**src/rtl/nash_pkg.sv**
```systemverilog
// Shared types for the Nash cipher stream controller: FSM states, key bundle, default widths.
// No logic, so no latency.
// No flow control of its own.
package nash_pkg;

    localparam int NASH_DATA_W    = 8;
    localparam int NASH_MEM_DEPTH = 8;

    typedef enum logic [2:0] {
        IDLE,
        CORE_RST,
        CFG,
        SETTLE,
        READY,
        SHIFT,
        WAIT_OUT,
        OUT
    } state_t;

    typedef struct packed {
        logic [NASH_MEM_DEPTH-1:0] red_perm;
        logic [NASH_MEM_DEPTH-1:0] red_inv;
        logic [NASH_MEM_DEPTH-1:0] blue_perm;
        logic [NASH_MEM_DEPTH-1:0] blue_inv;
    } key_t;

endpackage

```
**src/rtl/nash_bit_serdes.sv**
```systemverilog
// Bit serialiser/deserialiser: PISO feeding the core MSB-first, and a SIPO with bit counter collecting core output.
// PISO emits its first bit in the cycle after tx_load; SIPO reports rx_full in the cycle after the DATA_W-th bit.
// No handshake: bits arriving while rx_full is set are dropped until rx_clr.
module nash_bit_serdes #(
    parameter int DATA_W = 8
) (
    input  logic              clk,
    input  logic              rst,
    input  logic              tx_load,
    input  logic [DATA_W-1:0] tx_dat,
    input  logic              tx_shift,
    output logic              tx_bit,
    output logic              tx_last,
    input  logic              rx_clr,
    input  logic              rx_vld,
    input  logic              rx_bit,
    output logic [DATA_W-1:0] rx_dat,
    output logic              rx_full
);

    localparam int CNT_W = $clog2(DATA_W + 1);

    logic [DATA_W-1:0] tx_sreg;
    logic [CNT_W-1:0]  tx_cnt;
    logic [CNT_W-1:0]  rx_cnt;

    always_ff @(posedge clk or posedge rst) begin
        if (rst) begin
            tx_sreg <= '0;
            tx_cnt  <= '0;
        end else if (tx_load) begin
            tx_sreg <= tx_dat;
            tx_cnt  <= '0;
        end else if (tx_shift) begin
            tx_sreg <= {tx_sreg[DATA_W-2:0], 1'b0};
            tx_cnt  <= tx_cnt + CNT_W'(1);
        end
    end

    assign tx_bit  = tx_sreg[DATA_W-1];
    assign tx_last = (tx_cnt == CNT_W'(DATA_W - 1));

    // Counting bits rather than cycles makes the collector independent of core latency.
    always_ff @(posedge clk or posedge rst) begin
        if (rst) begin
            rx_dat <= '0;
            rx_cnt <= '0;
        end else if (rx_clr) begin
            rx_cnt <= '0;
        end else if (rx_vld && !rx_full) begin
            rx_dat <= {rx_dat[DATA_W-2:0], rx_bit};
            rx_cnt <= rx_cnt + CNT_W'(1);
        end
    end

    assign rx_full = (rx_cnt == CNT_W'(DATA_W));

endmodule

```
**src/rtl/nash_stream_ctrl.sv**
```systemverilog
// Byte-stream sequencer for the bit-serial Nash core: keying, per-byte serialise/deserialise, re-key after s_last.
// Latency per byte: 1 accept + DATA_W shift + core latency + 1 collect, then OUT until m_ready.
// s_ready only in READY (and not while key_load); m_data held in OUT until m_ready. Watchdog: NASH_CTRL_TIMEOUT_EN.
module nash_stream_ctrl
    import nash_pkg::*;
#(
    parameter int DATA_W         = NASH_DATA_W,
    parameter int MEM_DEPTH      = NASH_MEM_DEPTH,
    parameter int SETTLE_CYCLES  = 2,
    parameter int TIMEOUT_CYCLES = 64
) (
    input  logic                 clk,
    input  logic                 rst,
    input  logic [MEM_DEPTH-1:0] key_red_perm,
    input  logic [MEM_DEPTH-1:0] key_red_inv,
    input  logic [MEM_DEPTH-1:0] key_blue_perm,
    input  logic [MEM_DEPTH-1:0] key_blue_inv,
    input  logic                 key_load,
    output logic                 key_ready,
    input  logic [DATA_W-1:0]    s_data,
    input  logic                 s_valid,
    input  logic                 s_last,
    output logic                 s_ready,
    output logic [DATA_W-1:0]    m_data,
    output logic                 m_valid,
    output logic                 m_last,
    input  logic                 m_ready,
    output logic                 core_rst_n,
    output logic                 core_cfg_valid,
    input  logic                 core_cfg_ready,
    output logic [MEM_DEPTH-1:0] core_red_perm,
    output logic [MEM_DEPTH-1:0] core_red_inv,
    output logic [MEM_DEPTH-1:0] core_blue_perm,
    output logic [MEM_DEPTH-1:0] core_blue_inv,
    output logic                 core_bit_in,
    output logic                 core_valid_in,
    input  logic                 core_bit_out,
    input  logic                 core_valid_out,
    output logic                 err
);

    localparam int SC_W = $clog2(SETTLE_CYCLES + 1);

    state_t            state_q, state_d;
    key_t              key_q;
    logic              last_q;
    logic [SC_W-1:0]   settle_cnt;
    logic              key_accept, byte_accept, timeout;
    logic              tx_shift, tx_bit, tx_last, rx_clr, rx_full;

    assign key_accept  = key_load && (state_q == IDLE || state_q == READY);
    assign byte_accept = s_valid && s_ready;
    assign key_ready   = key_accept;

    always_ff @(posedge clk or posedge rst) begin
        if (rst) begin
            state_q    <= IDLE;
            key_q      <= '0;
            last_q     <= 1'b0;
            settle_cnt <= '0;
        end else begin
            state_q    <= state_d;
            settle_cnt <= (state_q == SETTLE) ? settle_cnt + SC_W'(1) : '0;
            if (key_accept)
                key_q <= {key_red_perm, key_red_inv, key_blue_perm, key_blue_inv};
            if (byte_accept)
                last_q <= s_last;
        end
    end

    always_comb begin
        state_d        = state_q;
        s_ready        = 1'b0;
        core_rst_n     = 1'b1;
        core_cfg_valid = 1'b0;
        core_valid_in  = 1'b0;
        m_valid        = 1'b0;
        tx_shift       = 1'b0;
        rx_clr         = 1'b0;
        case (state_q)
            IDLE: begin
                core_rst_n = 1'b0;
                rx_clr     = 1'b1;
                if (key_accept) state_d = CORE_RST;
            end
            CORE_RST: begin
                core_rst_n = 1'b0;
                rx_clr     = 1'b1;
                state_d    = CFG;
            end
            CFG: begin
                core_cfg_valid = 1'b1;
                rx_clr         = 1'b1;
                if (core_cfg_ready) state_d = SETTLE;
            end
            SETTLE: begin
                rx_clr = 1'b1;
                if (settle_cnt == SC_W'(SETTLE_CYCLES - 1)) state_d = READY;
            end
            READY: begin
                // A simultaneous key_load wins; the byte stays upstream until re-keyed.
                s_ready = !key_load;
                if (key_accept) begin
                    state_d = CORE_RST;
                end else if (s_valid) begin
                    rx_clr  = 1'b1;
                    state_d = SHIFT;
                end
            end
            SHIFT: begin
                core_valid_in = 1'b1;
                tx_shift      = 1'b1;
                if (tx_last) state_d = WAIT_OUT;
            end
            WAIT_OUT: begin
                if (rx_full) begin
                    state_d = OUT;
                end else if (timeout) begin
                    rx_clr  = 1'b1;
                    state_d = CORE_RST;
                end
            end
            OUT: begin
                m_valid = 1'b1;
                if (m_ready) begin
                    rx_clr  = 1'b1;
                    state_d = last_q ? CORE_RST : READY;
                end
            end
            default: state_d = IDLE;
        endcase
    end

`ifdef NASH_CTRL_TIMEOUT_EN
    localparam int TO_W = $clog2(TIMEOUT_CYCLES + 1);
    logic [TO_W-1:0] to_cnt;
    logic            err_q;

    always_ff @(posedge clk or posedge rst) begin
        if (rst) begin
            to_cnt <= '0;
            err_q  <= 1'b0;
        end else begin
            to_cnt <= (state_q == WAIT_OUT) ? to_cnt + TO_W'(1) : '0;
            if (key_accept)
                err_q <= 1'b0;
            else if (timeout)
                err_q <= 1'b1;
        end
    end

    assign timeout = (state_q == WAIT_OUT) && !rx_full && (to_cnt == TO_W'(TIMEOUT_CYCLES - 1));
    assign err     = err_q;
`else
    assign timeout = 1'b0;
    assign err     = 1'b0;
`endif

    // rx_clr holds the collector empty in all pre-READY states, so stray core bits are harmless there.
    nash_bit_serdes #(.DATA_W(DATA_W)) u_serdes (
        .clk      (clk),
        .rst      (rst),
        .tx_load  (byte_accept),
        .tx_dat   (s_data),
        .tx_shift (tx_shift),
        .tx_bit   (tx_bit),
        .tx_last  (tx_last),
        .rx_clr   (rx_clr),
        .rx_vld   (core_valid_out),
        .rx_bit   (core_bit_out),
        .rx_dat   (m_data),
        .rx_full  (rx_full)
    );

    assign core_bit_in    = core_valid_in & tx_bit;
    assign m_last         = m_valid & last_q;
    assign core_red_perm  = key_q.red_perm;
    assign core_red_inv   = key_q.red_inv;
    assign core_blue_perm = key_q.blue_perm;
    assign core_blue_inv  = key_q.blue_inv;

endmodule

```
**config.mk**
```make
export PLATFORM = sky130hd
export DESIGN_NAME = nash_stream_ctrl
export DESIGN_NICKNAME = d
export VERILOG_FILES = /design/src/rtl/nash_pkg.sv /design/src/rtl/nash_bit_serdes.sv /design/src/rtl/nash_stream_ctrl.sv
export SDC_FILE = /design/constraint.sdc
export NUM_CORES = 1
export LEC_CHECK = 0
export CAP_MARGIN = 30
export CORE_MARGIN = 5
export CORE_UTILIZATION = 40
export DETAILED_ROUTE_END_ITERATION = 8
export GPL_TIMING_DRIVEN = 0
export PLACE_DENSITY = 0.85
export SYNTH_ARGS = -nofsm -noshare
export SYNTH_HDL_FRONTEND = slang
export SYNTH_SLANG_ARGS = --single-unit
export TNS_END_PERCENT = 1
```
**constraint.sdc**
```tcl
create_clock -name clk -period 3.89 [get_ports clk]
set_clock_uncertainty 0.15 [all_clocks]
set_input_delay 0.778 -clock clk [delete_from_list [all_inputs] [get_ports clk]]
set_output_delay 0.778 -clock clk [all_outputs]
set_load 0.1 [all_outputs]
```
==> out/qor.yml, run 1 <==
outcome: "complete, no violations"
routabilityCongestion: 0.7775
share_of_async_settable_or_async_resettable_flops_after_synthesis_pct: 100.0
preCtsSetupSlack_ns: -0.4606
synth_common_cells: "sky130_fd_sc_hd__dfrtp_1, sky130_fd_sc_hd__mux2_2, sky130_fd_sc_hd__nand2_1"
setup_viol_count_final: 0
final_hold_viol_count: 0
count_of_h_tree_levels_built_during_cts: 3
die_w_um: 91.91
worstReg2RegEnd: "core_red_perm[2]"
regArea_mm2: 0.001551
synth.area.top_cells: "sky130_fd_sc_hd__dfrtp_1, sky130_fd_sc_hd__mux2_2, sky130_fd_sc_hd__mux2_4, sky130_fd_sc_hd__nand2_1, sky130_fd_sc_hd__mux2i_1"
route.vias.total: 1973
worst_case_setup_margin_in_the_final_layout_ns: 0.1792
design.die.area_mm2: 0.008447
post_route_cells_drive_above_1_share_pct: 22.67
via_per_inst: 4.945
end_kind: "output pin"
height_of_the_die_um: 91.91
period_share_pct: 95.39
timing.hold.worst_path_depth: 1
cts-buffers-inserted: 9
numClockSinks: 62
antenna_cells_inserted: 0
mappedNetlistNets: 262
synthToLayoutAreaGrowth_pct: 48.53
clk_transition_reported_paths_ns: 0.06
yosys.cell_types.count: 38
postSynth.topFlopCell: "sky130_fd_sc_hd__dfrtp_1"
clock_tree.root_cell: "sky130_fd_sc_hd__clkbuf_8"
hpwlAfterDp_um: 4524
boundaryPins: 98
regToRegStartpoint: "state_q[0]"
cp.arrival_ns: 2.78
number_of_nets_in_the_final_layout: 370
timing_worst_slew_pin_value_ns: 0.9915
rsz0062_at_grt: "no"
synth_top_area_cell: "sky130_fd_sc_hd__dfrtp_1"
maxClockFrequency_mhz: 269.5
place_area_mm2: 0.003767
clock_insertion_delay_at_the_later_pin_of_the_skew_report_ns: 0.33
detail_route.first_pass.iterations: 5
antenna_violating_nets_post_route: 0
synth-edff-count: 0
r2r_setup_slack_ns: 1.80
wirelength_routed_um: 6092
first_global_vias: 2150
worstSetupPathType: "in -> out"
stdcell_area_mm2: 0.003986
remaining_drc_errors: 0
tritoncts: "built"
endpoint_with_the_worst_hold_slack: "settle_cnt[0]"
count_leader_synth: "sky130_fd_sc_hd__dfrtp_1"
synth.avg_cell_area_um2: 12.84
synth.cell_area_mm2: 0.002684
cp-start-kind: "input port"
grt_start_max_net_pins: 42
r2r.worst_path.cells: 4
num-fill-cells: 514
drt_first_iter_violations: 78
antenna_found_initial: 0
reported_max_cap_violation_count: 0
worst_hold_path_type: "reg -> reg"
grtUsageTotal_pct: 15.05
placement_row_count: 29
netlist_instances: 209
hold_start: "settle_cnt[0]"
synth-seq-area-share_pct: 57.81
buffer_ports.inserted: 96
worst-endpoint-required_ns: 2.96
postSynthRegisterBits: 62
cts_buffer_depth: 2
start_util_pct: 41.79
worst-path-max-fanout: 10
remaining_global_route_overflow: 0
slew_viol_final: 0
yosysTopAreaCellShare_pct: 57.81
fp.coreArea_mm2: 0.006422
grt_pass1_wl_um: 10290
yosysWarningCount: 0
multi_input_area_mm2: 0.001059
detail_route.wl_per_cell_um: 15.27
slew_headroom_pct: 33.69
min_period_ns: 3.711
[state kept, by name, summed over array words and instances, names as in the netlist, 4 cells and up]
signal,flops
core_red_inv,8
u_serdes.rx_cnt,4
u_serdes.tx_sreg,8
u_serdes.tx_cnt,4
core_blue_perm,8
u_serdes.rx_dat,8
core_red_perm,8
core_blue_inv,8
[kinds of logic after synthesis]
kind of cell,count (synthesis),synth area share [%]
flip-flops,62,57.81
AND/OR/NAND/NOR,50,10.02
multiplexers,47,20.56
AO/OA/AOI/OAI,23,4.989
buffers and inverters,17,2.983
XOR/XNOR,5,1.632
adder cells (fa/ha/maj),4,1.865
other,1,0.1397
[worst max-delay path by stage]
stage                     cells past startpoint        endpoint  startpoint  slack [ns]
after floorplan                               2  core_cfg_valid  state_q[1]        0.06
after global placement                        4       key_ready    key_load       -0.51
after detailed placement                      4       key_ready    key_load       -0.46
after CTS                                     5     core_bit_in  state_q[1]        0.10
after global routing                          4       key_ready    key_load       0.003
final                                         4       key_ready    key_load        0.18
[timing repair]
| action | CTS | global route |
|---|---|---|
| resized for setup | 3 | 1 |
| hold buffers | 0 | 0 |
| endpoints found under the setup margin | 1 | 1 |
| buffers inserted | 0 | 0 |
| pin swaps | 0 | 0 |
[metrics by stage]
stage / cells / TNS [ns] / utilization [%] / hold slack, ns
2_1_floorplan: 209 / 0 / - / 0.2649
3_3_place_gp: 382 / -0.5140 / 58.35 / 0.2761
3_5_place_dp: 383 / -0.4606 / 58.66 / 0.2911
4_1_cts: 399 / 0 / 62.03 / 0.2993
5_1_grt: 399 / 0 / 62.07 / 0.3288
6_report: 399 / 0 / 62.07 / 0.2967
[final cells by class]
cell class / count / share of cell area, %
clock buffers: 12 / 3.641
multi-input cells: 130 / 26.55
repair buffers: 97 / 24.70
clock inverters: 4 / 1.758
flip-flops and latches: 62 / 38.92
plain buffers: 11 / 1.444
well taps: 77 / 2.417
inverters: 6 / 0.5650
[worst max-delay path, stage by stage]
cell and delay [ns]:
sky130_fd_sc_hd__clkdlybuf4s50_1 0.55, sky130_fd_sc_hd__nor3b_2 0.51, sky130_fd_sc_hd__buf_2 0.34, sky130_fd_sc_hd__clkdlybuf4s15_2 0.59
[per-layer routing]
| metal | routed length (um) | vias to the layer above | global-route usage, % |
|---|---|---|---|
| li1 | - | 936 | - |
| met1 | 2512 | 953 | 17.73 |
| met2 | 2965 | 75 | 24.88 |
| met3 | 561 | 9 | 7.692 |
| met4 | 53 | 0 | 2.970 |
| met5 | 0 | - | 0 |
[layout by cell type, fill, tap and decap left out, drive strengths merged, types with 3 or more instances in the layout]
cell           instances
nand3b                 4
ha                     4
clkdlybuf4s50         94
mux2i                  6
inv                    6
a21oi                  6
clkbuf                15
nor2                   8
buf                    9
nand2                 20
mux2                  41
o21ai                 10
xor2                   3
dfrtp                 62
and2                   3
Power of run 1 is left out: the tool's default activity adds up to more than one toggle a clock period on the data nets, which glitch-free logic cannot reach.
==> run 2: changes to the inputs <==
CORE_ASPECT_RATIO = 1.2   (was not set)
==> out/qor.yml, run 2 (synthesis results as in run 1) <==
hpwlAfterDp_um: 4660  # was 4524 um
groute.layer.met1.usage_pct: 17.50  # was 17.73%
stdcell_area_mm2: 0.003940  # was 0.003986 mm^2
numClockSinks: 62  # unchanged
postCtsSetupBuffers: 0  # unchanged
slew_headroom_pct: 33.15  # was 33.69%
setup_viol_count_final: 0  # unchanged
clock_tree.root_cell: "sky130_fd_sc_hd__clkbuf_8"  # unchanged
boundaryPins: 98  # unchanged
worst_hold_path_type: "reg -> reg"  # unchanged
cp-start-kind: "register"  # was input port
number_of_nets_in_the_final_layout: 370  # unchanged
fin_util_pct: 60.74  # was 62.07%
final_common_cell: "sky130_fd_sc_hd__clkdlybuf4s50_1"  # unchanged
slew_viol_final: 0  # unchanged
end_kind: "output pin"  # unchanged
remaining_global_route_overflow: 0  # unchanged
worst-endpoint-required_ns: 2.96  # about the same
start_util_pct: 41.38  # was 41.79%
buffer_ports.inserted: 96  # unchanged
worstSetupPathType: "reg -> out"  # was in -> out
timing_worst_slew_pin_value_ns: 0.9997  # was 0.9915 ns
detail_route.first_pass.iterations: 4  # was 5
via_per_inst: 4.844  # was 4.945
synthToLayoutAreaGrowth_pct: 46.81  # was 48.53%
place_area_mm2: 0.003777  # was 0.003767 mm^2
critical_path.startpoint: "state_q[1]"  # was key_load
period_share_pct: 95.59  # was 95.39%
worstPathCellList: "nand3b_1 > inv_1 > buf_4 > and2_1 > clkdlybuf4s50_1"  # was clkdlybuf4s50_1 > nor3b_2 > buf_2 > clkdlybuf4s15_2
regToRegStartpoint: "u_serdes.rx_cnt[0]"  # was state_q[0]
die_w_um: 84.78  # was 91.91 um
routabilityCongestion: 0.8080  # was 0.7775
first_global_vias: 2212  # was 2150
placement_row_count: 32  # was 29
gr-usage-met3_pct: 6.628  # was 7.692%
cts_buffer_depth: 2  # unchanged
reported_max_cap_violation_count: 0  # unchanged
count_of_h_tree_levels_built_during_cts: 3  # unchanged
rsz0062_at_grt: "no"  # unchanged
grt_pass1_wl_um: 10340  # was 10290 um
height_of_the_die_um: 99.73  # was 91.91 um
globalRoute.busiestLayer: "met2"  # unchanged
detail_route.wl_per_cell_um: 15.34  # was 15.27 um
worst_case_setup_margin_in_the_final_layout_ns: 0.1716  # was 0.1792 ns
fp.coreArea_mm2: 0.006486  # was 0.006422 mm^2
design.die.area_mm2: 0.008455  # was 0.008447 mm^2
critical_path.slowest_cell: "sky130_fd_sc_hd__clkdlybuf4s50_1"  # was sky130_fd_sc_hd__clkdlybuf4s15_2
preCtsSetupSlack_ns: -0.3702  # was -0.4606 ns
grt.met2_usage_pct: 25.20  # was 24.88%
hold_start: "settle_cnt[0]"  # unchanged
antenna_violating_nets_post_route: 0  # unchanged
cts-hold-fix-buffers: 0  # unchanged
maxClockFrequency_mhz: 268.9  # was 269.5 MHz
grtUsageTotal_pct: 15.46  # was 15.05%
post_cts.resized_instances: 3  # unchanged
drt_first_iter_violations: 95  # was 78
outcome: "complete, no violations"  # unchanged
post_route_cells_drive_above_1_share_pct: 22.57  # was 22.67%
clock_insertion_delay_at_the_later_pin_of_the_skew_report_ns: 0.33  # about the same
clk_transition_reported_paths_ns: 0.06  # about the same
remaining_drc_errors: 0  # unchanged
antenna_found_initial: 0  # unchanged
route.vias.total: 1957  # was 1973
wirelength_routed_um: 6199  # was 6092 um
tritoncts: "built"  # unchanged
cp.arrival_ns: 2.79  # was 2.78 ns
min_period_ns: 3.718  # was 3.711 ns
cts-buffers-inserted: 9  # unchanged
antenna_cells_inserted: 0  # unchanged
worst-path-max-fanout: 10  # unchanged
layout.cells.most_common_list: "sky130_fd_sc_hd__clkdlybuf4s50_1, sky130_fd_sc_hd__dfrtp_1, sky130_fd_sc_hd__mux2_2"  # unchanged
timing.critical_path.slowest_cell_delay_ns: 1.12  # was 0.59 ns
final_hold_viol_count: 0  # unchanged
grt_start_max_net_pins: 33  # was 42
## run 2: area by class of cell
cell class / instances / area (um^2)
multi-input combinational: 130 / 1059
buffer: 11 / 57.56
sequential: 62 / 1551
timing repair buffer: 97 / 982.2
tap: 85 / 106.4
inverter: 6 / 22.52
fill: 545 / 2546
clock inverter: 2 / 10.01
clock buffer: 11 / 151.4
## run 2: final timing paths
| kind | to | slack [ns] | cells after the start |
|---|---|---|---|
| min in group asynchronous | core_red_inv[3] | 0.72 | 2 |
| hold / removal | settle_cnt[0] | 0.31 | 1 |
| setup / recovery | core_bit_in | 0.17 | 5 |
| max in group asynchronous | core_red_perm[7] | 2.26 | 3 |
| hold reg to reg | settle_cnt[0] | 0.31 | 1 |
| setup reg to reg | u_serdes.rx_dat[0] | 1.77 | 6 |
## run 2: critical path: cells and delay by family, from the launching register on
family | cells | cell delay (ns)
buffers and inverters | 3 | 1.46
AND/OR/NAND/NOR | 2 | 0.54
flip-flops | 1 | 0.45
## run 2: per-stage QoR
step           hold slack, ns  TNS (ns)  instances
4_1_cts                0.3057         0        404
2_1_floorplan          0.2649         0        209
6_report               0.3051         0        404
5_1_grt                0.3201         0        404
3_5_place_dp           0.2976   -0.3702        391
3_3_place_gp           0.2761   -0.3813        390
## run 2: per-layer routing
metal,vias up,wire (um)
li1,933,-
met1,950,2501
met2,63,3039
met3,11,550
met4,0,107
met5,-,0
Power of run 2 is left out for the same reason.
==> run 3: changes to the inputs <==
CORE_ASPECT_RATIO = not set   (was 1.2)
==> results of run 3 <==
Same layout as run 1: the final DEF is identical, and so are final timing and power.
Power of run 3 is left out for the same reason.
